### config.mk
export PLATFORM = sky130hd
export DESIGN_NAME = hazard_ctrl_flat
export DESIGN_NICKNAME = d
export VERILOG_FILES = /design/src/rtl/hazard_ctrl_if.sv /design/src/rtl/hazard_ctrl.sv /design/src/flat_wrapper.sv
export SDC_FILE = /design/constraint.sdc
export NUM_CORES = 1
export LEC_CHECK = 0
export CORE_MARGIN = 2
export CORE_UTILIZATION = 30
export CTS_CLUSTER_DIAMETER = 200
export DETAILED_ROUTE_END_ITERATION = 8
export GPL_ROUTABILITY_DRIVEN = 0
export SLEW_MARGIN = 25
export SYNTH_ARGS = -nofsm -noshare
export SYNTH_HDL_FRONTEND = slang
export SYNTH_SLANG_ARGS = --single-unit
export TNS_END_PERCENT = 100
### constraint.sdc
create_clock -name clk -period 1.9 [get_ports clk]
set_input_delay 0.19 -clock clk [delete_from_list [all_inputs] [get_ports clk]]
set_output_delay 0.19 -clock clk [all_outputs]
set_load 0.05 [all_outputs]
### src/rtl/hazard_ctrl_if.sv
`default_nettype none
// ============================================================================
//  Module   : hazard_ctrl_if
//  Purpose  : Bundles the ID/EXE/MEM status inputs and the freeze/flush
//             control outputs of the hazard control unit.
//  Ports    : src1/src2, has_src1/two_src, exe_dest/mem_dest, exe_wb_en,
//             mem_wb_en, exe_mem_read, forward_en, branch_taken, mem_req
//             (pipeline -> controller); pc_freeze, if_id_freeze,
//             if_id_flush, id_ex_flush, mem_stall, mem_done, stall_cnt,
//             flush_cnt (controller -> pipeline).
//  Modports : master = hazard controller, slave = pipeline side.
//  Revision : 1.0 - initial release
// ============================================================================
interface hazard_ctrl_if #(
  parameter int CNT_W = 16
);
  logic [3:0]       src1;
  logic [3:0]       src2;
  logic             has_src1;
  logic             two_src;
  logic [3:0]       exe_dest;
  logic [3:0]       mem_dest;
  logic             exe_wb_en;
  logic             mem_wb_en;
  logic             exe_mem_read;
  logic             forward_en;
  logic             branch_taken;
  logic             mem_req;

  logic             pc_freeze;
  logic             if_id_freeze;
  logic             if_id_flush;
  logic             id_ex_flush;
  logic             mem_stall;
  logic             mem_done;
  logic [CNT_W-1:0] stall_cnt;
  logic [CNT_W-1:0] flush_cnt;

  modport master (
    input  src1, src2, has_src1, two_src, exe_dest, mem_dest,
           exe_wb_en, mem_wb_en, exe_mem_read, forward_en,
           branch_taken, mem_req,
    output pc_freeze, if_id_freeze, if_id_flush, id_ex_flush,
           mem_stall, mem_done, stall_cnt, flush_cnt
  );

  modport slave (
    output src1, src2, has_src1, two_src, exe_dest, mem_dest,
           exe_wb_en, mem_wb_en, exe_mem_read, forward_en,
           branch_taken, mem_req,
    input  pc_freeze, if_id_freeze, if_id_flush, id_ex_flush,
           mem_stall, mem_done, stall_cnt, flush_cnt
  );
endinterface
`default_nettype wire

### src/rtl/hazard_ctrl.sv
`default_nettype none
// ============================================================================
//  Module   : hazard_ctrl
//  Purpose  : Pipeline freeze/flush control. Resolves multi-cycle data-memory
//             stalls (wait-state FSM), taken-branch flushes and register
//             dependency hazards, and counts stall/flush cycles with
//             saturating counters.
//  Ports    : clk  - pipeline clock, rising edge
//             rst  - synchronous active-high reset; forces all outputs to 0
//             bus  - hazard_ctrl_if.master (status in, controls out)
//  Revision : 1.0 - initial release
// ============================================================================
module hazard_ctrl #(
  parameter int MEM_WAIT = 4,   // stall cycles per memory access, 2..15
  parameter int CNT_W    = 16   // performance counter width
) (
  input  wire logic     clk,
  input  wire logic     rst,
  hazard_ctrl_if.master bus
);

  // Reload so that IDLE (1 cycle) + WAIT (MEM_WAIT-1 cycles) = MEM_WAIT stalls.
  localparam logic [3:0] c_WAIT_LOAD = 4'(MEM_WAIT - 2);

  typedef enum logic [1:0] {
    S_IDLE = 2'd0,
    S_WAIT = 2'd1,
    S_DONE = 2'd2
  } state_t;

  state_t           r_state;
  state_t           w_state_nxt;
  logic [3:0]       r_wcnt;
  logic [3:0]       w_wcnt_nxt;
  logic [CNT_W-1:0] r_stall_cnt;
  logic [CNT_W-1:0] r_flush_cnt;

  logic w_mem_stall;
  logic w_mem_done;
  logic w_src1_hit;
  logic w_src2_hit;
  logic w_hazard;
  logic w_pc_freeze;
  logic w_if_id_freeze;
  logic w_if_id_flush;
  logic w_id_ex_flush;

  // --------------------------------------------------------------------------
  // Memory wait-state FSM
  // --------------------------------------------------------------------------
  always_ff @(posedge clk) begin
    if (rst) begin
      r_state <= S_IDLE;
      r_wcnt  <= 4'd0;
    end else begin
      r_state <= w_state_nxt;
      r_wcnt  <= w_wcnt_nxt;
    end
  end

  always_comb begin
    w_state_nxt = r_state;
    w_wcnt_nxt  = r_wcnt;
    case (r_state)
      S_IDLE: begin
        if (bus.mem_req) begin
          w_state_nxt = S_WAIT;
          w_wcnt_nxt  = c_WAIT_LOAD;
        end
      end
      S_WAIT: begin
        if (r_wcnt == 4'd0) begin
          w_state_nxt = S_DONE;
        end else begin
          w_wcnt_nxt = r_wcnt - 4'd1;
        end
      end
      // The finishing instruction is still in MEM, so its mem_req must not
      // start another access.
      S_DONE:  w_state_nxt = S_IDLE;
      default: w_state_nxt = S_IDLE;
    endcase
  end

  assign w_mem_stall = ((r_state == S_IDLE) && bus.mem_req) || (r_state == S_WAIT);
  assign w_mem_done  = (r_state == S_DONE);

  // --------------------------------------------------------------------------
  // Register dependency detection. With forwarding only a load in EXE can
  // not be bypassed in time; without it any pending write is a hazard.
  // Register 0 is an ordinary register here.
  // --------------------------------------------------------------------------
  always_comb begin
    w_src1_hit = 1'b0;
    w_src2_hit = 1'b0;
    if (bus.forward_en) begin
      w_src1_hit = bus.exe_mem_read && bus.exe_wb_en && (bus.src1 == bus.exe_dest);
      w_src2_hit = bus.exe_mem_read && bus.exe_wb_en && (bus.src2 == bus.exe_dest);
    end else begin
      w_src1_hit = (bus.exe_wb_en && (bus.src1 == bus.exe_dest)) ||
                   (bus.mem_wb_en && (bus.src1 == bus.mem_dest));
      w_src2_hit = (bus.exe_wb_en && (bus.src2 == bus.exe_dest)) ||
                   (bus.mem_wb_en && (bus.src2 == bus.mem_dest));
    end
  end

  assign w_hazard = (bus.has_src1 && w_src1_hit) || (bus.two_src && w_src2_hit);

  // --------------------------------------------------------------------------
  // Control priority: memory stall > taken branch > data hazard. A branch
  // seen during a memory stall is not lost: EXE is frozen, so branch_taken
  // is still asserted once the stall ends.
  // --------------------------------------------------------------------------
  always_comb begin
    w_pc_freeze    = 1'b0;
    w_if_id_freeze = 1'b0;
    w_if_id_flush  = 1'b0;
    w_id_ex_flush  = 1'b0;
    if (w_mem_stall) begin
      w_pc_freeze    = 1'b1;
      w_if_id_freeze = 1'b1;
    end else if (bus.branch_taken) begin
      w_if_id_flush  = 1'b1;
      w_id_ex_flush  = 1'b1;
    end else if (w_hazard) begin
      w_pc_freeze    = 1'b1;
      w_if_id_freeze = 1'b1;
      w_id_ex_flush  = 1'b1;
    end
  end

  // --------------------------------------------------------------------------
  // Saturating performance counters
  // --------------------------------------------------------------------------
  always_ff @(posedge clk) begin
    if (rst) begin
      r_stall_cnt <= '0;
      r_flush_cnt <= '0;
    end else begin
      if (w_pc_freeze && (r_stall_cnt != {CNT_W{1'b1}})) begin
        r_stall_cnt <= r_stall_cnt + 1'b1;
      end
      if (w_if_id_flush && (r_flush_cnt != {CNT_W{1'b1}})) begin
        r_flush_cnt <= r_flush_cnt + 1'b1;
      end
    end
  end

  // All outputs are held low while reset is asserted.
  assign bus.pc_freeze    = !rst && w_pc_freeze;
  assign bus.if_id_freeze = !rst && w_if_id_freeze;
  assign bus.if_id_flush  = !rst && w_if_id_flush;
  assign bus.id_ex_flush  = !rst && w_id_ex_flush;
  assign bus.mem_stall    = !rst && w_mem_stall;
  assign bus.mem_done     = !rst && w_mem_done;
  assign bus.stall_cnt    = rst ? '0 : r_stall_cnt;
  assign bus.flush_cnt    = rst ? '0 : r_flush_cnt;

endmodule
`default_nettype wire

### src/flat_wrapper.sv
// flat-port wrapper written by rule: the top's interface ports become plain ports
module hazard_ctrl_flat 
#(
  parameter int MEM_WAIT = 4,                                           
  parameter int CNT_W    = 16                               
)
  (clk, rst, bus_src1, bus_src2, bus_has_src1, bus_two_src, bus_exe_dest, bus_mem_dest, bus_exe_wb_en, bus_mem_wb_en, bus_exe_mem_read, bus_forward_en, bus_branch_taken, bus_mem_req, bus_pc_freeze, bus_if_id_freeze, bus_if_id_flush, bus_id_ex_flush, bus_mem_stall, bus_mem_done, bus_stall_cnt, bus_flush_cnt);
  hazard_ctrl_if #(.CNT_W(CNT_W)) bus_i ();
  input  wire logic clk;
  input  wire logic rst;
  input wire logic [$bits(bus_i.src1)-1:0] bus_src1;
  input wire logic [$bits(bus_i.src2)-1:0] bus_src2;
  input wire logic [$bits(bus_i.has_src1)-1:0] bus_has_src1;
  input wire logic [$bits(bus_i.two_src)-1:0] bus_two_src;
  input wire logic [$bits(bus_i.exe_dest)-1:0] bus_exe_dest;
  input wire logic [$bits(bus_i.mem_dest)-1:0] bus_mem_dest;
  input wire logic [$bits(bus_i.exe_wb_en)-1:0] bus_exe_wb_en;
  input wire logic [$bits(bus_i.mem_wb_en)-1:0] bus_mem_wb_en;
  input wire logic [$bits(bus_i.exe_mem_read)-1:0] bus_exe_mem_read;
  input wire logic [$bits(bus_i.forward_en)-1:0] bus_forward_en;
  input wire logic [$bits(bus_i.branch_taken)-1:0] bus_branch_taken;
  input wire logic [$bits(bus_i.mem_req)-1:0] bus_mem_req;
  output wire logic [$bits(bus_i.pc_freeze)-1:0] bus_pc_freeze;
  output wire logic [$bits(bus_i.if_id_freeze)-1:0] bus_if_id_freeze;
  output wire logic [$bits(bus_i.if_id_flush)-1:0] bus_if_id_flush;
  output wire logic [$bits(bus_i.id_ex_flush)-1:0] bus_id_ex_flush;
  output wire logic [$bits(bus_i.mem_stall)-1:0] bus_mem_stall;
  output wire logic [$bits(bus_i.mem_done)-1:0] bus_mem_done;
  output wire logic [$bits(bus_i.stall_cnt)-1:0] bus_stall_cnt;
  output wire logic [$bits(bus_i.flush_cnt)-1:0] bus_flush_cnt;
  assign bus_i.src1 = bus_src1;
  assign bus_i.src2 = bus_src2;
  assign bus_i.has_src1 = bus_has_src1;
  assign bus_i.two_src = bus_two_src;
  assign bus_i.exe_dest = bus_exe_dest;
  assign bus_i.mem_dest = bus_mem_dest;
  assign bus_i.exe_wb_en = bus_exe_wb_en;
  assign bus_i.mem_wb_en = bus_mem_wb_en;
  assign bus_i.exe_mem_read = bus_exe_mem_read;
  assign bus_i.forward_en = bus_forward_en;
  assign bus_i.branch_taken = bus_branch_taken;
  assign bus_i.mem_req = bus_mem_req;
  assign bus_pc_freeze = bus_i.pc_freeze;
  assign bus_if_id_freeze = bus_i.if_id_freeze;
  assign bus_if_id_flush = bus_i.if_id_flush;
  assign bus_id_ex_flush = bus_i.id_ex_flush;
  assign bus_mem_stall = bus_i.mem_stall;
  assign bus_mem_done = bus_i.mem_done;
  assign bus_stall_cnt = bus_i.stall_cnt;
  assign bus_flush_cnt = bus_i.flush_cnt;
  hazard_ctrl #(.MEM_WAIT(MEM_WAIT), .CNT_W(CNT_W)) u_core (.clk(clk), .rst(rst), .bus(bus_i));
endmodule
==> reports/results.tsv <==
metric	value	unit
crit_required	2070	ps
h-tree-depth	2	
tightest_slew	588	ps
final_common_cell	buf_4	
die_area	8330	um^2
final_util	0.509	
fp.dieH	91.2	um
setup_violations	13	
insertion_delay	280	ps
vias	2327	
violations	setup timing	
grt_max_degree	35	
finalPower	2.10	mW
slew_viol_final	0	
dpl.cell_count	486	
wl_per_cell	12.1	um
drive_gt1_frac	0.316	
drcViolationCount	0	
synth-main-ff-cell	dfxtp_1	
yosysSeqAreaShare	0.333	
cts_tree	done	
postRouteAntennaNets	0	
cts_made_buffers	5	
ctsHoldBuffers	0	
period_needed	2030	ps
synthCells	290	
cellLeakagePower	1.51	nW
first_pass_iters	6	
fill_cells	681	
clock-root-buffer	clkbuf_8	
cp-end-kind	flop	
area_growth	63.3	%
max_freq	492	MHz
post-route-period-util	1.07	
fin_tns_setup	-908	ps
pin_count	64	
syn_area_per_cell	7.87	um^2
cp.arrival	2200	ps
finClkSkew	5.30	ps
ys_types	40	
drv_cap	0	
peakVddDrop	0.301	mV
yosysWarnings	0	
clock-sinks	38	
hp-class	in -> reg	
rsz0062_at_grt	yes	
synth_nets	320	
numPortBuffers	63	
path_clk_slew	80	ps
hold_ws	390	ps
first_global_vias	2364	
worstSetupPathType	reg -> reg	
startpoint_type	flop	
finalHoldViolations	0	
async_flop_share	0	
gr-total-overflow	0	
routed_wl	6010	um
initial_core_util	0.311	
routed_via_density	4.67	
antenna_cells	0	
synth.cell_area	2280	um^2
fin_nets	429	
initialDrtViolationCount	65	
mostFrequentLayoutCells	buf_4 (63), nor2_1 (38), dfxtp_1 (30)	
grt_pass1_wl	10400	um
max-slew-margin-rel	0.608	
fp-row-count	31	
setup_ws	-131	ps
cts_buffer_depth	2	
fp.dieW	91.2	um
hpwl	4600	um
path_max_fanout	11	
antenna_found_initial	0	
core_area	7330	um^2
synth_edf_count	0	
grt_usage	0.150	
power.density	563	nW/um^2
run_status	finished, violations left	
fin_cells	498	
synth-seq-cells	38	
[worst max-delay path, stage by stage, from the launching register on]
cell     delay (ps)
dfxtp_2         350
nand4_1         140
or4_4           570
nor2_4          120
nor3_2           60
a21oi_4         170
buf_12          140
buf_6           120
mux2i_2         200
nor2_1           50
[where the power goes]
group	leakage, nW	internal, mW	total (mW)	switching (mW)
clock	0.0383	0.253	0.532	0.279
sequential	0.312	0.841	0.878	0.0365
combinational	1.16	0.346	0.688	0.342
total	1.51	1.44	2.10	0.658
[cells in the mapped netlist (all sizes together) (2+ instances only)]
cell type | n | area (um^2)
or3 | 7 | 43.8
nor4 | 2 | 18.8
nand4 | 10 | 62.6
a21oi | 11 | 66.3
nor3 | 12 | 65.1
buf | 4 | 35.0
mux2 | 3 | 37.5
xnor2 | 11 | 96.3
and3 | 4 | 25.0
a211oi | 3 | 22.5
nor3b | 4 | 30.0
inv | 10 | 37.5
clkbuf | 8 | 30.0
nand2 | 24 | 90.1
o21bai | 2 | 26.3
ha | 4 | 50.1
xor2 | 18 | 158
and4 | 2 | 17.5
nand3 | 13 | 65.1
nor2 | 40 | 158
or4 | 9 | 71.3
nor2b | 29 | 181
o21ai | 16 | 80.1
dfxtp | 38 | 761
[final cells by class]
class / count / area, um^2 / share of cell area
clock buffer: 7 / 76.3 / 0.0205
inverter: 10 / 37.5 / 0.0101
multi-input combinational: 230 / 1510 / 0.404
sequential: 38 / 776 / 0.208
tap: 99 / 124 / 0.0332
timing repair buffer: 114 / 1210 / 0.324
[final timing paths]
kind	slack, ps	end	depth (start not counted)	start
min	390	u_core.r_flush_cnt[4]	2	rst
max	-130	u_core.r_stall_cnt[1]	9	u_core.r_stall_cnt[8]
min reg2reg	510	u_core.r_stall_cnt[15]	2	u_core.r_stall_cnt[15]
max reg2reg	-130	u_core.r_stall_cnt[1]	9	u_core.r_stall_cnt[8]
[sequential cells by signal (all words and copies together), names as in the netlist]
signal              flops
u_core.r_state          2
u_core.r_stall_cnt     16
u_core.r_wcnt           4
u_core.r_flush_cnt     16
[routing by layer]
layer / vias to the layer above / global-route usage / wire, um
met5: - / 0 / 0
met4: 0 / 0.0480 / 109
met3: 10 / 0.0282 / 132
met2: 31 / 0.264 / 3040
met1: 1069 / 0.185 / 2730
li1: 1217 / - / -
[per-stage QoR]
| stage | cell area [um^2] | setup slack (ps) |
|---|---|---|
| after floorplan | 2330 | -36.3 |
| after global placement | 3560 | -324 |
| after detailed placement | 3560 | -359 |
| after CTS | 3680 | -120 |
| after global routing | 3730 | -238 |
| final | 3730 | -131 |
[kinds of logic after synthesis]
family,count (synthesis),share of synthesized area
and+or+nand+nor,160,0.378
DFF,38,0.333
AOI/OAI and AO/OA,33,0.0899
xor gates and xnor gates,29,0.111
buffers and inverters,22,0.0449
muxes,4,0.0208
adders and majority gates,4,0.0219
[what timing repair did]
item                                    4_1_cts  5_1_grt
gates resized for setup                      24        9
setup buffers                                 3        2
pin swaps                                    12        2
endpoints found under the setup margin       21       24
Power figures use the tool's default switching activity.
